## src/rtl/rate_sequencer.sv

```systemverilog
// Run/pause rate sequencer: divides the clock by LOAD[rate_sel]+1, pulses tick each period and
// advances a 4-bit display digit. Define RATE_LATCH_EN to defer rate changes in RUN to the next reload.
module rate_sequencer #(
    parameter int CNT_W = 27,
    parameter int LOAD0 = 1,
    parameter int LOAD1 = 99999999,
    parameter int LOAD2 = 49999999,
    parameter int LOAD3 = 24999999
) (
    input  logic       clock,
    input  logic       reset,
    input  logic [1:0] rate_sel,
    input  logic       start,
    input  logic       stop,
    input  logic       step,
    input  logic       clear,
    output logic       tick,
    output logic [3:0] digit,
    output logic       carry,
    output logic       running
);

    typedef enum logic [1:0] {
        IDLE  = 2'd0,
        RUN   = 2'd1,
        PAUSE = 2'd2
    } state_t;

    state_t           state;
    logic [CNT_W-1:0] div;
    logic [1:0]       sel_q;
    logic [CNT_W-1:0] load_sel;
    logic             rate_chg;
    logic             reload_now;
    logic             wrap;

    // NOTE: load_sel is assigned on every path of the case, so no latch can be inferred.
    always_comb begin
        load_sel = CNT_W'(LOAD0);
        case (rate_sel)
            2'b00:   load_sel = CNT_W'(LOAD0);
            2'b01:   load_sel = CNT_W'(LOAD1);
            2'b10:   load_sel = CNT_W'(LOAD2);
            default: load_sel = CNT_W'(LOAD3);
        endcase
    end

    assign rate_chg = (rate_sel != sel_q);
    assign wrap     = (digit == 4'hF);

`ifdef RATE_LATCH_EN
    // In RUN the new load value is picked up by the terminal-count reload instead.
    assign reload_now = rate_chg && (state != RUN);
`else
    assign reload_now = rate_chg;
`endif

    // NOTE: non-blocking assignments so every branch below reads pre-edge register values.
    always_ff @(posedge clock) begin
        if (reset) begin
            state   <= IDLE;
            div     <= load_sel;
            digit   <= 4'h0;
            tick    <= 1'b0;
            carry   <= 1'b0;
            running <= 1'b0;
            sel_q   <= rate_sel;
        end else begin
            sel_q <= rate_sel;
            tick  <= 1'b0;
            carry <= 1'b0;
            if (clear) begin
                digit <= 4'h0;
                div   <= load_sel;
            end else if (stop) begin
                // div is held so a later start resumes mid-period.
                if (state == RUN) begin
                    state   <= PAUSE;
                    running <= 1'b0;
                end
            end else if (reload_now) begin
                div <= load_sel;
            end else begin
                case (state)
                    IDLE: begin
                        if (start) begin
                            state   <= RUN;
                            running <= 1'b1;
                            div     <= load_sel;
                        end
                    end
                    PAUSE: begin
                        if (start) begin
                            state   <= RUN;
                            running <= 1'b1;
                        end else if (step) begin
                            tick  <= 1'b1;
                            digit <= digit + 4'd1;
                            carry <= wrap;
                        end
                    end
                    RUN: begin
                        if (div == '0) begin
                            div   <= load_sel;
                            tick  <= 1'b1;
                            digit <= digit + 4'd1;
                            carry <= wrap;
                        end else begin
                            div <= div - 1'b1;
                        end
                    end
                    default: begin
                        state   <= IDLE;
                        running <= 1'b0;
                    end
                endcase
            end
        end
    end

endmodule

```

## config.mk

```make
export PLATFORM = sky130hd
export DESIGN_NAME = rate_sequencer
export DESIGN_NICKNAME = d
export VERILOG_FILES = /design/src/rtl/rate_sequencer.sv
export SDC_FILE = /design/constraint.sdc
export NUM_CORES = 1
export LEC_CHECK = 0
export CAP_MARGIN = 20
export CORE_ASPECT_RATIO = 1.25
export CORE_MARGIN = 2
export CORE_UTILIZATION = 35
export DETAILED_ROUTE_END_ITERATION = 8
export PLACE_DENSITY_LB_ADDON = 0.08
export SLEW_MARGIN = 10
export SYNTH_ARGS = -nofsm -noshare
export SYNTH_HDL_FRONTEND = slang
export SYNTH_SLANG_ARGS = --single-unit
```

## constraint.sdc

```tcl
create_clock -name clock -period 8.5 [get_ports clock]
set_input_delay 1.7 -clock clock [delete_from_list [all_inputs] [get_ports clock]]
set_output_delay 1.7 -clock clock [all_outputs]
set_load 0.1 [all_outputs]
```

==> results.yml <==
timing:
  period_minus_slack_ps: 3900
  post-route-period-util_pct: 45.9
  rsz0062_at_grt: "no"
  clock.fmax_mhz: 256
  relSlewSlack_pct: 34.9
  holdWs_ps: 517
  finalSetupViolCount: 0
  setup_tns_ps: 0
  hold_viol_final: 0
  timing_worst_slew_pin_value_ps: 974
  skew_ps: 6.03
  slew_viol_final: 0
place:
  io_buffers: 14
  hpwl_mm: 3.47
  place_congestion: 0.780
clock_tree:
  numClockSinks: 37
  cts_max_level: 2
  clock_latency_ps: 300
  cts_tree: "done"
  postCtsHoldBufs: 0
  cts_root_buf: "clkbuf_8"
  cts.repair.resized: 0
  path_clk_slew_ps: 80
  clockBufferDepth: 2
  numCtsBuffers: 5
  cts_setup_buffers: 0
yosys:
  synth_cell_type_count: 40
  synth.area.top_cells: "edfxtp_1, dfxtp_1, xnor2_1"
  syn_avg_cell_area_um2: 10.1
  netlist_area_um2: 2130
  synthCells: 210
  synth-edff-count: 27
  synth_flop_cell: "edfxtp_1"
  synth-seq-cells: 37
  async_flop_share_pct: 0
  synth_top_area_share_pct: 38.1
  synth_area_leader_cell: "edfxtp_1"
  ys_warn_count: 0
  syn_nets: 227
  ys_top_cells_by_count: "edfxtp_1, a21oi_1, xnor2_1"
  yosysSeqAreaShare_pct: 47.5
  synth_most_common_cell: "edfxtp_1"
route:
  finalWirelength_mm: 5.02
  ant_nets: 0
  wl_per_cell_um: 17.1
  firstDrtPassIters: 4
  drt_iter0_drc: 76
  drc: 0
  vias: 1708
  vias_per_cell: 5.81
worst_setup_path:
  worstPathArrival_ps: 3920
  worstPathMaxFanout: 18
  worstReg2RegStart: "div[12]"
  critPathLaunch: "rate_sel[0]"
  path_class: "primary input to register"
  end_kind: "register"
  start_kind: "primary input"
  required_ps: 8520
finish:
  drive_gt1_share_pct: 8.77
  regArea_um2: 1010
  syn_to_final_growth_pct: 14.6
  n_fill_cell: 578
  n_antenna_cell: 0
  fin_nets: 244
  multi_input_area_um2: 1070
grt:
  grt_pass1_vias: 1698
  grt_pass1_wl_mm: 8.59
  grt_antenna_before_repair: 0
  overflow: 0
  grt_max_degree: 34
  grt_usage_pct: 16.7
min_path:
  min_from: "digit[3]"
  hold_path.class: "register to register"
die:
  die_w_um: 73.7
  die_y_um: 91.2
  ioPinCount: 15
  rows: 31
  initial_core_util_pct: 36.6
  fp.dieArea_um2: 6720
  core-area_um2: 5820
power:
  power_leakage_nw: 0.746
  power.density_nw_per_um2: 156
  vdd_drop_max_uv: 54.1
job:
  cap_violations: 0
outcome:
  status: "completed"
==> report_power, final <==
| group | internal [mW] | total [mW] | switching (mW) |
|---|---|---|---|
| Sequential | 0.206 | 0.219 | 0.0125 |
| Combinational | 0.0163 | 0.0363 | 0.0201 |
| Clock | 0.0567 | 0.126 | 0.0690 |
| Total | 0.279 | 0.381 | 0.102 |
==> cell usage in the layout (no fill, tap or decap), types with 6 or more instances in the layout <==
cell type,instances
nor3_1,17
clkdlybuf4s50_1,14
nor4_1,6
inv_1,7
a21oi_1,26
xnor2_1,22
dfxtp_1,10
nor2_1,16
edfxtp_1,27
ha_1,9
nand2_1,7
nand3_1,8
==> cells by family (layout without fill, tap and decap cells) <==
group,Yosys count,in the layout,share of synthesized area [%]
simple gates,78,78,21.2
compound gates,46,46,12.8
flops,37,37,47.5
xor+xnor,26,26,10.7
buf+inv,14,32,2.53
fa+ha+maj,9,9,5.29
==> per-layer routing <==
layer,part of all wire (%),track usage (%)
met5,0,0
met3,3.6,3.33
met1,42,20.0
met2,53,29.2
met4,1.4,5.00
==> state kept, by name, indices dropped and copies added (netlist names) <==
name and count:
sel_q 2, digit 4, state 2, tick 1
carry 1, div 27
==> layout make-up <==
cell class,count,share of cell area (%)
clock buffer,5,2.82
clock inverter,3,0.718
inverter,8,1.23
multi-input combinational,159,43.7
sequential,37,41.4
tap,66,3.38
timing repair buffer,16,6.67
==> path summary, 6_finish.rpt <==
check,endpoint,depth (start not counted),slack (ps)
worst max-delay path,div[2],7,4600
worst min-delay path,digit[3],2,520
worst max register to register,div[2],6,5270
worst min register to register,digit[3],2,520
==> worst max-delay path, cell delays in order <==
cell and delay, ps:
clkdlybuf4s50_1 620, xnor2_1 120, and4_1 230, o31a_1 320, buf_8 250, nor2b_1 570, a21oi_1 90
==> through the flow <==
step	instance area (µm²)	power [mW]	util [%]	std cells	worst slack, ps
final	2440	0.381	41.9	294	4600
after CTS	2420	0.382	41.7	293	4220
after global routing	2440	0.398	41.9	294	4420
after detailed placement	2340	0.258	40.2	285	3940
after global placement	2340	0.257	40.2	285	4150
after floorplan	2130	0.244	-	210	4120
Power figures use the tool's default switching activity.
